$ cat config.mk
export PLATFORM = sky130hd
export DESIGN_NAME = ship_plot_scheduler
export DESIGN_NICKNAME = d
export VERILOG_FILES = /design/src/rtl/ship_plot_scheduler.sv
export SDC_FILE = /design/constraint.sdc
export NUM_CORES = 1
export LEC_CHECK = 0
export BUFFER_PORTS_ARGS = -buffer_cell sky130_fd_sc_hd__buf_4
export CAP_MARGIN = 20
export CORE_ASPECT_RATIO = 0.5
export CORE_UTILIZATION = 55
export DETAILED_ROUTE_END_ITERATION = 10
export HOLD_SLACK_MARGIN = 0.08
export PLACE_DENSITY = 0.86
export SYNTH_ARGS = -nofsm -noshare
export SYNTH_HDL_FRONTEND = slang
export SYNTH_SLANG_ARGS = --single-unit
$ cat constraint.sdc
create_clock -name CLOCK_50 -period 7.6 [get_ports CLOCK_50]
set_clock_uncertainty 0.2 [all_clocks]
set_input_delay 0.38 -clock CLOCK_50 [delete_from_list [all_inputs] [get_ports CLOCK_50]]
set_output_delay 0.38 -clock CLOCK_50 [all_outputs]
set_load 0.01 [all_outputs]
$ cat src/rtl/ship_plot_scheduler.sv
// Purpose: single writer for the VGA pixel port; erases and redraws the 3x3 ship sprite and interleaves bullet pixel writes.
// Latency: redraw is 20 cycles from acceptance (11 when nothing is on screen yet); a bullet pixel is issued 2 cycles after its request is sampled.
// Backpressure: the VGA port never stalls; blt_req must be held until blt_ack, and dir_valid is dropped (not queued) while busy.
module ship_plot_scheduler #(
  parameter logic [7:0] X0          = 8'd79,
  parameter logic [6:0] Y0          = 7'd60,
  parameter logic [2:0] SHIP_COLOUR = 3'b111,
  parameter logic [2:0] BG_COLOUR   = 3'b000
) (
  input  logic       CLOCK_50,
  input  logic       resetn,
  input  logic       dir_valid,
  input  logic [1:0] dir,
  input  logic       blt_req,
  input  logic [7:0] blt_x,
  input  logic [6:0] blt_y,
  input  logic [2:0] blt_colour,
  output logic       blt_ack,
  output logic [7:0] x,
  output logic [6:0] y,
  output logic [2:0] colour,
  output logic       plot,
  output logic       busy,
  output logic [1:0] cur_dir,
  output logic       frame_done
);

  typedef enum logic [2:0] {
    IDLE  = 3'd0,
    ERASE = 3'd1,
    DRAW  = 3'd2,
    DONE  = 3'd3,
    BLT   = 3'd4
  } state_t;

  localparam logic [3:0] LAST_CELL = 4'd8;

  state_t     state, state_nxt;
  logic [3:0] idx, idx_nxt;
  logic [1:0] new_dir, new_dir_nxt;
  logic       drawn, drawn_nxt;

  logic       blt_ack_nxt;
  logic [7:0] x_nxt;
  logic [6:0] y_nxt;
  logic [2:0] colour_nxt;
  logic       plot_nxt;
  logic       busy_nxt;
  logic [1:0] cur_dir_nxt;
  logic       frame_done_nxt;

  // Column within the 3x3 cell grid for a row-major cell index.
  function automatic logic [1:0] col_of(input logic [3:0] i);
    case (i)
      4'd0, 4'd3, 4'd6: col_of = 2'd0;
      4'd1, 4'd4, 4'd7: col_of = 2'd1;
      default:          col_of = 2'd2;
    endcase
  endfunction

  // Row within the 3x3 cell grid for a row-major cell index.
  function automatic logic [1:0] row_of(input logic [3:0] i);
    case (i)
      4'd0, 4'd1, 4'd2: row_of = 2'd0;
      4'd3, 4'd4, 4'd5: row_of = 2'd1;
      default:          row_of = 2'd2;
    endcase
  endfunction

  // Sprite masks written as they look on screen: the leftmost digit is
  // the top-left cell, so cell k lives at bit (8 - k).
  function automatic logic [8:0] mask_of(input logic [1:0] d);
    case (d)
      2'b00:   mask_of = 9'b010_111_101; // up
      2'b01:   mask_of = 9'b101_111_010; // down
      2'b10:   mask_of = 9'b110_011_110; // right
      default: mask_of = 9'b011_110_011; // left
    endcase
  endfunction

  logic [7:0] cell_x;
  logic [6:0] cell_y;
  logic [8:0] draw_mask;
  logic [3:0] mask_sel;
  logic       cell_set;

  assign cell_x    = X0 + {6'd0, col_of(idx)};
  assign cell_y    = Y0 + {5'd0, row_of(idx)};
  assign draw_mask = mask_of(new_dir);
  assign mask_sel  = LAST_CELL - idx;
  assign cell_set  = draw_mask[mask_sel];

  // Next-state and next-output decode; every output is registered below.
  always_comb begin
    state_nxt      = state;
    idx_nxt        = idx;
    new_dir_nxt    = new_dir;
    drawn_nxt      = drawn;
    busy_nxt       = busy;
    cur_dir_nxt    = cur_dir;
    x_nxt          = x;
    y_nxt          = y;
    colour_nxt     = colour;
    plot_nxt       = 1'b0;
    blt_ack_nxt    = 1'b0;
    frame_done_nxt = 1'b0;

    case (state)
      IDLE: begin
        // A redraw always beats a bullet request arriving in the same cycle.
        if (dir_valid) begin
          new_dir_nxt = dir;
          busy_nxt    = 1'b1;
          idx_nxt     = 4'd0;
          state_nxt   = drawn ? ERASE : DRAW;
        end else if (blt_req) begin
          state_nxt = BLT;
        end
      end

      ERASE: begin
        // Blank all nine cells; cheaper than tracking the old mask.
        x_nxt      = cell_x;
        y_nxt      = cell_y;
        colour_nxt = BG_COLOUR;
        plot_nxt   = 1'b1;
        if (idx == LAST_CELL) begin
          idx_nxt   = 4'd0;
          state_nxt = DRAW;
        end else begin
          idx_nxt = idx + 4'd1;
        end
      end

      DRAW: begin
        // Clear mask cells become dead cycles; the pixel bus keeps its last value.
        if (cell_set) begin
          x_nxt      = cell_x;
          y_nxt      = cell_y;
          colour_nxt = SHIP_COLOUR;
          plot_nxt   = 1'b1;
        end
        if (idx == LAST_CELL) begin
          state_nxt = DONE;
        end else begin
          idx_nxt = idx + 4'd1;
        end
      end

      DONE: begin
        cur_dir_nxt    = new_dir;
        drawn_nxt      = 1'b1;
        busy_nxt       = 1'b0;
        frame_done_nxt = 1'b1;
        state_nxt      = IDLE;
      end

      BLT: begin
        x_nxt       = blt_x;
        y_nxt       = blt_y;
        colour_nxt  = blt_colour;
        plot_nxt    = 1'b1;
        blt_ack_nxt = 1'b1;
        state_nxt   = IDLE;
      end

      default: begin
        state_nxt = IDLE;
      end
    endcase
  end

  // State and registered outputs; reset clears everything at once, mid-redraw included.
  always_ff @(posedge CLOCK_50 or negedge resetn) begin
    if (!resetn) begin
      state      <= IDLE;
      idx        <= 4'd0;
      new_dir    <= 2'b00;
      drawn      <= 1'b0;
      x          <= 8'd0;
      y          <= 7'd0;
      colour     <= 3'd0;
      plot       <= 1'b0;
      blt_ack    <= 1'b0;
      busy       <= 1'b0;
      cur_dir    <= 2'b00;
      frame_done <= 1'b0;
    end else begin
      state      <= state_nxt;
      idx        <= idx_nxt;
      new_dir    <= new_dir_nxt;
      drawn      <= drawn_nxt;
      x          <= x_nxt;
      y          <= y_nxt;
      colour     <= colour_nxt;
      plot       <= plot_nxt;
      blt_ack    <= blt_ack_nxt;
      busy       <= busy_nxt;
      cur_dir    <= cur_dir_nxt;
      frame_done <= frame_done_nxt;
    end
  end

endmodule

=== Word-level counts from Yosys, hierarchy flattened ===
Index checks and enable logic that the tools add are counted.

* Register bits: 34
* Input bits: 24
* Output and inout port bits: 24
* Logic and storage cells: 80

* Add/sub/neg operators: 4
* Order comparisons: 1
* Equal/unequal tests: 20
* Multiplexer cells: 27
* Reduce and logical (&&, ||, !) cells: 16

{| class="wikitable"
|+ Operators by type and width
! operator !! number
|-
| one-hot mux 9 bit (3 select lines) || 1
|-
| one-hot mux 8 bit (3 select lines) || 1
|-
| one-hot mux 7 bit (3 select lines) || 1
|-
| one-hot mux 3 bit (3 select lines) || 2
|-
| == test 4 x 3 -> 1 bit (second input constant) || 4
|-
| two-way mux 3 bit || 5
|-
| two-way mux 4 bit || 3
|-
| one-hot mux 4 bit (3 select lines) || 1
|-
| OR reduction 3 bit || 4
|-
| != test 2 bit (second input constant) || 5
|-
| adder 7 x 2 -> 8 bit (first input constant) || 1
|-
| == test 4 x 2 -> 1 bit (second input constant) || 2
|-
| two-way mux 8 bit || 1
|-
| one-hot mux 2 bit (2 select lines) || 2
|-
| adder 6 x 2 -> 7 bit (first input constant) || 1
|-
| two-way mux 7 bit || 1
|-
| == test 3 x 2 -> 1 bit (second input constant) || 2
|-
| AND reduction 2 bit || 3
|-
| AND reduction 3 bit || 2
|-
| nonzero test 3 bit || 2
|-
| < comparator 4 x 5 -> 1 bit (second input constant) || 1
|-
| two-way mux 1 bit || 5
|-
| adder 4 x 1 -> 4 bit (second input constant) || 1
|-
| binary-select mux 1 bit (select 4 bit) || 1
|-
| 15 further kinds || 16
|}

=== Depth between registers and ports, before layout ===
Gate-level depths: netlist of run 1.

* Depth after elaboration: 6
* Depth in mapped cells: 8
* Depth with buffers taken out: 7

=== Worst setup path before layout of run 1 ===
Ideal clock, no wire load.

* Kind: reg-to-reg
* Start point: register idx[0]
* End point: register x[0]
* Setup time: 0.125 ns
* Data arrival time: 2.232 ns
* Data required time: 7.275 ns
* Setup slack: 5.043 ns
* Cell stages (with the launch flop): 9
* Clock period less this slack: 2.557 ns
* Cells stage by stage: dfrtp_1 -> buf_2 -> inv_1 -> ha_1 -> mux2_1 -> a211oi_1 -> a211oi_2 -> o21ai_4 -> mux2_2

* Word-level cells in the longest chain between the ends: 6
* Elaborated cells between the ends (all ways): 17
* Those cells by class: 2 x add/sub; 6 x eq/ne; 5 x mux; 4 x reduce/logical

{| class="wikitable"
|+ Ends and longest elaborated chain
! item !! RTL line !! text
|-
| from (decl) || 39 || <nowiki>logic [3:0] idx, idx_nxt;</nowiki>
|-
| from (signal assigned) || 190 || <nowiki>idx <= idx_nxt;</nowiki>
|-
| == test 4 x 3 -> 1 bit (tied with other cells) || 54 || <nowiki>case (i)</nowiki>
|-
| OR reduction 3 bit || 54 ||
|-
| one-hot mux 2 bit (2 select lines) || 54 ||
|-
| adder 7 x 2 -> 8 bit || 87 || <nowiki>assign cell_x = X0 + {6'd0, col_of(idx)};</nowiki>
|-
| two-way mux 8 bit || 137 || <nowiki>if (cell_set) begin</nowiki>
|-
| one-hot mux 8 bit (3 select lines) || 108 || <nowiki>case (state)</nowiki>
|-
| to (signal assigned) || 193 || <nowiki>x <= x_nxt;</nowiki>
|-
| to (decl) || 19 || <nowiki>output logic [7:0] x,</nowiki>
|}

Parallel ways exist; a longest one is shown, timed or not. The select of a mux whose other input is x is not followed.
A chain may end at the register's enable or synchronous reset.

=== Worst setup path after layout of run 1 ===
* Start point: register idx[0]
* End point: register y[0]

* Word-level cells in the longest chain between the ends: 6
* Elaborated cells between the ends (all ways): 17
* Those cells by class: 2 x add/sub; 6 x eq/ne; 5 x mux; 4 x reduce/logical

{| class="wikitable"
|+ Ends and longest elaborated chain
! item !! RTL line !! text
|-
| == test 4 x 2 -> 1 bit (tied with other cells) || 63 || <nowiki>case (i)</nowiki>
|-
| OR reduction 3 bit || 63 ||
|-
| one-hot mux 2 bit (2 select lines) || 63 ||
|-
| adder 6 x 2 -> 7 bit || 88 || <nowiki>assign cell_y = Y0 + {5'd0, row_of(idx)};</nowiki>
|-
| two-way mux 7 bit || 137 ||
|-
| one-hot mux 7 bit (3 select lines) || 108 ||
|-
| to (signal assigned) || 194 || <nowiki>y <= y_nxt;</nowiki>
|-
| to (decl) || 20 || <nowiki>output logic [6:0] y,</nowiki>
|}

Parallel ways exist; a longest one is shown, timed or not. The select of a mux whose other input is x is not followed.

==> results of run 1 <==
-- worst max-delay path, stage by stage, from the launching register on --
cell and delay (ns):
dfrtp_1 0.56, inv_1 0.14, ha_1 0.37, mux2_1 0.33
a211oi_1 0.30, a211oi_2 0.12, o21ai_4 0.30, mux2_2 0.38
-- layout make-up --
cell class | instances | area [sq um]
sequential | 34 | 851
multi-input combinational | 134 | 848
fill | 224 | 734
timing repair buffer | 48 | 363
clock buffer | 6 | 82.6
clock inverter | 2 | 60.1
tap | 40 | 50.0
inverter | 11 | 41.3
-- where the power goes --
| group | switching [mW] | internal (mW) |
|---|---|---|
| clock network | 0.0680 | 0.140 |
| logic | 0.237 | 0.216 |
| registers | 0.0702 | 0.251 |
| total | 0.375 | 0.607 |
-- how the worst min path moves through the flow --
stage               startpoint    endpoint  slack [ns]  cells past startpoint
floorplan               resetn     blt_ack       -0.12                      0
global placement        resetn        y[5]        0.14                      1
detailed placement      resetn        y[4]        0.15                      1
CTS                     dir[1]  new_dir[1]        0.09                      3
global route            dir[1]  new_dir[1]        0.09                      3
finish                  dir[1]  new_dir[1]        0.10                      3
-- stage by stage --
step	hold slack (ns)	power [mW]	instances
3_5_place_dp	0.149	0.774	266
4_1_cts	0.0950	0.987	275
3_3_place_gp	0.145	0.758	266
2_1_floorplan	-0.116	0.627	188
6_report	0.103	0.982	275
5_1_grt	0.0923	1.06	275
-- synth_stat cells (2+ instances only) --
library cell  instances
nand3b_1              9
a21oi_1              13
xor2_1                4
nor2_1               22
mux2i_1               5
mux2_2                4
clkbuf_1              6
a211oi_1              2
nor3_1                4
a221o_1               3
dfrtp_1              34
buf_2                 2
nand2b_1              3
inv_1                11
and2_1                2
ha_1                 10
nand2_1              27
o21ai_0              12
-- layer usage --
metal,up-vias,part of all wire
li1,724,-
met1,689,0.45
met2,36,0.49
met3,5,0.050
met4,0,0.014
met5,-,0
-- cell families (layout without fill, tap and decap cells) --
kind of cell             after synthesis  count (layout)  share of synthesized area
AND/OR/NAND/NOR                       71              71                      0.185
AO/OA/AOI/OAI                         39              39                      0.142
flip-flops                            34              34                      0.479
buffers and inverters                 20              67                     0.0437
adder cells (fa/ha/maj)               10              10                     0.0704
multiplexers                          10              10                     0.0599
XOR/XNOR                               4               4                     0.0197
-- sequential cells by signal, summed over array words and instances, names as in the netlist --
signal,count
drawn,1
new_dir,2
x,8
y,7
frame_done,1
busy,1
blt_ack,1
plot,1
state,3
colour,3
cur_dir,2
idx,4
-- what timing repair did --
item / in CTS / in global routing
endpoints found under the hold margin: 34 / 0
endpoints found under the setup margin: 0 / 0
hold buffers: 1 / 0
==> results.cfg, run 1 <==
[outcome]
outcome = completed

[grt]
grt_antenna_before_repair = 0
grt.total_usage = 0.252
grt_start_max_net_pins = 35
grt_overflow = 0
grt_pass1_wl_microns = 6250
grt_pass1_vias = 1361
grtUsageMet1 = 0.327
use_met3 = 0.0717
met2_usage = 0.395
top_usage_layer = met2

[clocking]
numCtsBuffers = 5
clkLatencyLatePin_ns = 0.28
cts_tree = yes
post-cts-setup-buffers = 0
cts_root_buffer = clkbuf_8
path_clk_slew_ns = 0.07
cts_sinks = 34
htree_levels = 2
ctsResizeCount = 0
clockBufferDepth = 2

[drt]
drc = 0
wirelength_microns = 3840
drtIter0Drc = 75
post_drt_wl_per_cell_microns = 14.0
drtPass1Iterations = 4
antenna_left = 0
via_per_inst = 5.29
via_count = 1454

[setup_path]
r2r_setup_slack_ns = 4.79
endpoint = y[0]
critical_path.max_fanout = 12
r2r_cells = 7
worstPathRequired_ns = 7.58
crit_start = idx[0]
r2r_start = idx[0]
crit_path_start_kind = flop
cp.arrival_ns = 2.79
end_kind = flop
r2r_end = y[0]
crit_type = flop to flop

[logic_synthesis]
seq_area_frac_synth = 0.479
async_flop_share = 1.00
avgSynthCellArea_sq_um = 9.45
synthFlopType = dfrtp_1
syn_nets = 222
synth_top_cells_by_area = dfrtp_1 (48%), ha_1 (7.0%), nand2_1 (5.7%), nor2_1 (4.6%), nand3b_1 (3.8%)
ys_warn_count = 0
ys_seq_elements = 34
netlist_area_sq_um = 1780
yosysTopAreaCellShare = 0.479
synth_edf_count = 0
syn-instance-count = 188
synth_cell_types = 33
yosysTopAreaCell = dfrtp_1

[sta]
fmax_mhz = 356
finalSetupTns_ns = 0
max_slew.worst_pin.slew_ns = 0.578
maxSlewViolCount = 0
rsz0062_at_grt = no
slew_headroom = 0.614
finalHoldViolations = 0
finalCritPeriodShare = 0.370
fin_ws_ns = 4.79
min_period_ns = 2.81
setup_viol = 0

[final_layout]
utilization = 0.758
n_antenna_cell = 0
layout-drive-gt1-share = 0.260
final_common_cell = buf_4
fin_area_sq_um = 2300
layout_common_cells = buf_4 (47), dfrtp_1 (34), nand2_1 (27)
fin_nets = 268
synthToLayoutAreaGrowth_pct = 29.2

[pwr]
max-vdd-ir-drop_mv = 0.249
p_leak_nw = 1.14
powerDensity_nw_per_um2 = 428

[place]
hpwl_microns = 2590
gp_congestion = 0.877
port_buffers = 47
place_ws_ns = 4.79
dpl-instance-area_sq_um = 2140

[floorplanning]
coreArea_sq_um = 3030
fp.dieW_microns = 82.4
rows = 14
io_pins = 48
start_util = 0.586
die_y_microns = 42.2
die-area_sq_um = 3480

[flow_run]
drv_cap = 0

[min_path]
hold_class = input port to flop
No activity file was read; power rests on OpenSTA's default activity.
==> inputs of run 2 (changes only) <==
--- a/config.mk
+++ b/config.mk
@@ -5,13 +5,14 @@
 export SDC_FILE = /design/constraint.sdc
 export NUM_CORES = 1
 export LEC_CHECK = 0
+export ABC_AREA = 1
 export BUFFER_PORTS_ARGS = -buffer_cell sky130_fd_sc_hd__buf_4
 export CAP_MARGIN = 20
 export CORE_ASPECT_RATIO = 0.5
-export CORE_UTILIZATION = 55
+export CORE_UTILIZATION = 47
 export DETAILED_ROUTE_END_ITERATION = 10
 export HOLD_SLACK_MARGIN = 0.08
-export PLACE_DENSITY = 0.86
+export PLACE_DENSITY = 0.78
 export SYNTH_ARGS = -nofsm -noshare
 export SYNTH_HDL_FRONTEND = slang
 export SYNTH_SLANG_ARGS = --single-unit
==> constraint.sdc (replaced) <==
create_clock -name CLOCK_50 -period 2.33 [get_ports CLOCK_50]
set_clock_uncertainty 0.2 [all_clocks]
set_input_delay 0.1165 -clock CLOCK_50 [delete_from_list [all_inputs] [get_ports CLOCK_50]]
set_output_delay 0.1165 -clock CLOCK_50 [all_outputs]
set_load 0.01 [all_outputs]
==> run 2 against run 1 <==
- hold slack got worse by 0.0045 ns
- highest routed layer unchanged
- maximum frequency rose by 31%
- critical path type unchanged
- non-clock buffer count is 26 higher
- utilization down 3.7 points
- final cell count up 32%
- synthesized cell count increased by 26%
- cell area up 13%
- sequential power rose to 3.3 times the previous value
- register-to-register slack worse by 4.6 ns
- sequential share of layout area fell by 4.1 points
- first-iteration DRC count shrank 8.0%
- combinational power grew to 4.5 times the previous value
==> results.cfg, run 2 <==
[final_layout]
largest_register_ffs = 8
regMostFlops = x
layout_common_cells = nand2_1 (84), buf_4 (49), dfrtp_1 (33)
fillers = 278
final_common_cell = nand2_1
synthToLayoutAreaGrowth_pct = 40.0
biggestRegsByFlops = x x8, y x7, idx x4
layout-drive-gt1-share = 0.227
fin_nets = 346
n_antenna_cell = 0

[pwr]
powerDensity_nw_per_um2 = 1380
max-vdd-ir-drop_mv = 0.642
p_leak_nw = 1.39
finalPower_mw = 3.55

[grt]
grt_pass1_wl_microns = 7500
grt_pass1_vias = 1653
grt_overflow = 0
grt_start_max_net_pins = 35
grt_antenna_before_repair = 0
grt.total_usage = 0.237

[clocking]
htree_levels = 2
cts_root_buffer = clkbuf_8
path_clk_slew_ns = 0.07
numCtsBuffers = 5
post-cts-setup-buffers = 0
clkLatencyLatePin_ns = 0.29
cts_tree = yes
clockBufferDepth = 2
cts_sinks = 34

[floorplanning]
rows = 15
fp.dieW_microns = 90.6
start_util = 0.515
die-area_sq_um = 4200
coreArea_sq_um = 3580
io_pins = 48
die_y_microns = 46.3

[sta]
fmax_mhz = 466
finalHoldViolations = 0
holdWs_ns = 0.0987
slew_headroom = 0.714
setup_viol = 0
max_slew.worst_pin.slew_ns = 0.425
maxSlewViolCount = 0
fin_ws_ns = 0.183
rsz0062_at_grt = no
finalSetupTns_ns = 0
finalCritPeriodShare = 0.922
min_period_ns = 2.15

[drt]
wirelength_microns = 4490
antenna_left = 0
drtPass1Iterations = 5
drtIter0Drc = 69
via_count = 1824
drc = 0
post_drt_wl_per_cell_microns = 12.3
via_per_inst = 5.01

[logic_synthesis]
avgSynthCellArea_sq_um = 7.82
synthTopCellsByCount = nand2_1 (84), dfrtp_1 (34), nand3_1 (25)
netlist_area_sq_um = 1850
yosysTopAreaCell = dfrtp_1
synth_cell_types = 26
seq_area_frac_synth = 0.461
synth_top_cells_by_area = dfrtp_1 (46%), nand2_1 (17%), ha_1 (6.8%), nand3_1 (6.8%), inv_1 (3.9%)
ys_seq_elements = 34
ys_warn_count = 0
synthFlopType = dfrtp_1
yosysTopAreaCellShare = 0.461
synth_edf_count = 0
synth_most_common_cell = nand2_1
syn-instance-count = 236
async_flop_share = 1.00
syn_nets = 270

[setup_path]
crit_start = idx[0]
r2r_start = idx[0]
end_kind = flop
cp_top_family = simple AND/OR/NAND/NOR gates
cpPeakStageDelay_ns = 0.45
crit_path_start_kind = flop
critPathMostFrequentCell = nand2_1
critPathSlowestCell = dfrtp_2
path_cells = inv_2, ha_1, inv_1, a21oi_1, nand2_1, nand3_1, nand3_2, nand2_4, nand2_4, nand2_1, nand2_1
crit_type = flop to flop
critical_path.max_fanout = 19
r2r_setup_slack_ns = 0.18
worstPathRequired_ns = 2.31
r2r_end = y[5]
cp_num_buf_inv = 2
cp.arrival_ns = 2.13
r2r_cells = 11

[min_path]
hold_class = input port to async pin

[place]
hpwl_microns = 2910
place_ws_ns = 0.131
gp_congestion = 0.942
port_buffers = 47

[outcome]
outcome = completed

[flow_run]
drv_cap = 0
[run 2: cell count changes in the layout (fill, tap and decap cells not counted), moves of 7 or more]
| cell | change |
|---|---|
| a21oi_1 | -7 |
| dlygate4sd3_1 | +24 |
| inv_1 | +8 |
| nand2_1 | +57 |
| nand3_1 | +24 |
| nand3b_1 | -8 |
| nor2_1 | -7 |
[run 2: power breakdown]
| part | switching [mW] | total [mW] | internal [mW] | leakage, nW |
|---|---|---|---|---|
| clock | 0.216 | 0.454 | 0.238 | 0.0482 |
| combinational | 1.24 | 2.05 | 0.817 | 0.918 |
| sequential | 0.186 | 1.05 | 0.861 | 0.422 |
[run 2: repair_timing]
action | in CTS | in global routing
endpoints found under the hold margin | 57 | 0
hold buffers | 25 | 0
setup endpoints to repair | 0 | 15
gates resized for setup | 0 | 1
[run 2: area by class of cell]
cell class | instances | area [sq um] | share of cell area
inverter | 22 | 82.6 | 0.0320
clock buffer | 7 | 86.3 | 0.0334
clock inverter | 1 | 5.00 | 0.00194
multi-input combinational | 175 | 876 | 0.339
timing repair buffer | 74 | 618 | 0.239
sequential | 34 | 852 | 0.330
tap | 51 | 63.8 | 0.0247
[run 2: kinds of logic after synthesis]
group                    share of synthesized area
flip-flops                                   0.461
buffers and inverters                       0.0644
AO/OA/AOI/OAI                               0.0814
AND/OR/NAND/NOR                              0.325
adder cells (fa/ha/maj)                     0.0678
[run 2: worst max-delay path by stage]
stage                     slack (ns)  cells after the start    to
final                           0.18                     11  y[5]
after global routing            0.02                     10  y[2]
after CTS                       0.13                     11  x[0]
after detailed placement        0.13                     11  x[4]
after global placement          0.20                     11  y[0]
after floorplan                 0.38                     12  y[2]
[run 2: layer usage]
metal / routed length [microns] / global-route usage / part of all wire / up-vias
met4: 13 / 0.0548 / 0.0029 / 0
met3: 218 / 0.0759 / 0.049 / 2
met5: 0 / 0 / 0 / -
met1: 1940 / 0.273 / 0.43 / 867
met2: 2320 / 0.448 / 0.52 / 50
li1: - / - / - / 905
[run 2: per-stage QoR]
step,utilization,area (sq um),std cells
final,0.721,2580,364
after global placement,0.625,2240,331
after CTS,0.720,2580,364
after global routing,0.721,2580,364
after detailed placement,0.625,2240,331
after floorplan,-,1850,236
==> inputs of run 3 (changes only) <==
--- a/config.mk
+++ b/config.mk
@@ -6,13 +6,13 @@
 export NUM_CORES = 1
 export LEC_CHECK = 0
 export ABC_AREA = 1
-export BUFFER_PORTS_ARGS = -buffer_cell sky130_fd_sc_hd__buf_4
 export CAP_MARGIN = 20
 export CORE_ASPECT_RATIO = 0.5
-export CORE_UTILIZATION = 47
+export CORE_UTILIZATION = 55
 export DETAILED_ROUTE_END_ITERATION = 10
+export DONT_BUFFER_PORTS = 1
 export HOLD_SLACK_MARGIN = 0.08
-export PLACE_DENSITY = 0.78
+export PLACE_DENSITY = 0.76
 export SYNTH_ARGS = -nofsm -noshare
 export SYNTH_HDL_FRONTEND = slang
 export SYNTH_SLANG_ARGS = --single-unit
==> run 3 against run 2 <==
- the run now ends with design-rule violations left
- cell area is 12% lower
- global-route usage is 1.7 points higher
- total power is 7.6% lower
- wire length is 11% lower
- worst setup slack better by 0.024 ns
- largest cell class unchanged
- largest power group unchanged
- highest routed layer unchanged
==> results.cfg, run 3 (synthesis gave the netlist of run 2 again) <==
[place]
hpwl_microns = 2650
place_ws_ns = 0.117
port_buffers = 0
gp_congestion = 0.803
dpl-instance-area_sq_um = 1870

[sta]
max_slew.worst_pin.slew_ns = 0.382
min_period_ns = 2.12
slew_headroom = 0.745
finalSetupTns_ns = 0
fmax_mhz = 471
finalCritPeriodShare = 0.911
finalHoldViolations = 0
fin_ws_ns = 0.207
setup_viol = 0
maxSlewViolCount = 0

[drt]
wirelength_microns = 4000
drc = 10
via_per_inst = 5.16
drtPass1Iterations = 7
drtIter0Drc = 60
post_drt_wl_per_cell_microns = 13.0
antenna_left = 0
via_count = 1584

[grt]
grt_antenna_before_repair = 0
grt_start_max_net_pins = 35
grt_overflow = 0
grt_pass1_vias = 1530
grt.total_usage = 0.255
grt_pass1_wl_microns = 6870

[final_layout]
fillers = 227
regMostFlops = x
n_antenna_cell = 0
utilization = 0.730
fin_area_sq_um = 2260
final_common_cell = nand2_1
largest_register_ffs = 8
biggestRegsByFlops = x x8, y x7, idx x4
layout-drive-gt1-share = 0.101
seq_area_sq_um = 852
fin_nets = 300
multi_input_area_sq_um = 887
synthToLayoutAreaGrowth_pct = 22.7
layout_common_cells = nand2_1 (84), dfrtp_1 (33), nand3_1 (25), dlygate4sd3_1 (25), inv_1 (19)

[setup_path]
crit_path_start_kind = flop
worstPathRequired_ns = 2.31
crit_type = flop to flop
cp_num_buf_inv = 2
cpPeakStageDelay_ns = 0.45
r2r_start = idx[0]
cp_top_family = simple AND/OR/NAND/NOR gates
critPathMostFrequentCell = nand2_1
cp.depth = 11
r2r_setup_slack_ns = 0.21
r2r_cells = 11
end_kind = flop
critPathSlowestCell = dfrtp_2
r2r_end = y[0]
cp.arrival_ns = 2.10
critical_path.max_fanout = 19
path_cells = inv_2, ha_2, inv_1, nor2_1, nand2_1, nand2_1, nand3_2, nand2_8, nand2_4, nand2_1, nand2_1

[pwr]
max-vdd-ir-drop_mv = 0.672
p_leak_nw = 1.17
p_comb_frac = 0.511
cellInternalPower_mw = 1.70
finalPower_mw = 3.28
sw_frac_of_total = 0.483
seq_power_share = 0.352
clkPwrFrac = 0.138
powerDensity_nw_per_um2 = 1450
p_switching_mw = 1.59

[clocking]
clkLatencyLatePin_ns = 0.28
cts_sinks = 34
numCtsBuffers = 5
clockBufferDepth = 2
post-cts-setup-buffers = 0
htree_levels = 2
cts_root_buffer = clkbuf_8
path_clk_slew_ns = 0.07
cts_tree = yes

[floorplanning]
io_pins = 48
die-area_sq_um = 3610
start_util = 0.595
coreArea_sq_um = 3100
rows = 14
fp.dieW_microns = 83.9
die_y_microns = 43.0

[outcome]
outcome = finished, violations left
violations = design-rule violations

[min_path]
hold_class = input port to async pin

[flow_run]
drv_cap = 0
[run 3: worst register-to-register path: cells and delay by family (launching register included)]
| family | cells | cell delay (ns) |
|---|---|---|
| flops | 1 | 0.45 |
| buf+inv | 2 | 0.18 |
| fa+ha+maj | 1 | 0.35 |
| simple gates | 8 | 0.84 |
[run 3: worst max-delay path by stage]
stage / end / start / slack [ns]
floorplan: y[2] / idx[0] / 0.38
global placement: y[0] / idx[0] / 0.20
detailed placement: y[0] / idx[0] / 0.12
CTS: y[0] / idx[0] / 0.11
global route: y[0] / idx[0] / -0.00003
finish: y[0] / idx[0] / 0.21
[run 3: repair_timing]
action / CTS / global route
resized for setup: 0 / 3
endpoints found under the setup margin: 0 / 15
endpoints found under the hold margin: 58 / 0
hold buffers: 27 / 0
[run 3: cell type report]
class                   instances  share of cell area
clock buffers                   6              0.0365
clock inverters                 2             0.00552
inverters                      22              0.0365
multi-input cells             175               0.392
flip-flops and latches         34               0.376
well taps                      40              0.0221
repair buffers                 28               0.131
[run 3: power groups by stage]
stage / registers, mW / clock network, mW / logic (mW)
final: 1.16 / 0.452 / 1.68
after global routing: 1.18 / 0.487 / 1.93
after CTS: 1.15 / 0.463 / 1.63
after detailed placement: 1.16 / 0 / 1.56
after global placement: 1.15 / 0 / 1.52
after floorplan: 1.10 / 0 / 1.35
[run 3: through the flow]
step | instances | hold WS [ns]
floorplan | 236 | -0.379
global placement | 272 | -0.379
detailed placement | 272 | -0.378
CTS | 307 | 0.148
global route | 307 | 0.181
finish | 307 | 0.157
[run 3: routing by layer]
metal,up-vias,GRT usage,part of all wire
li1,809,-,-
met4,0,0.0931,0.011
met1,722,0.319,0.47
met5,-,0,0
met3,7,0.0778,0.066
met2,46,0.425,0.45
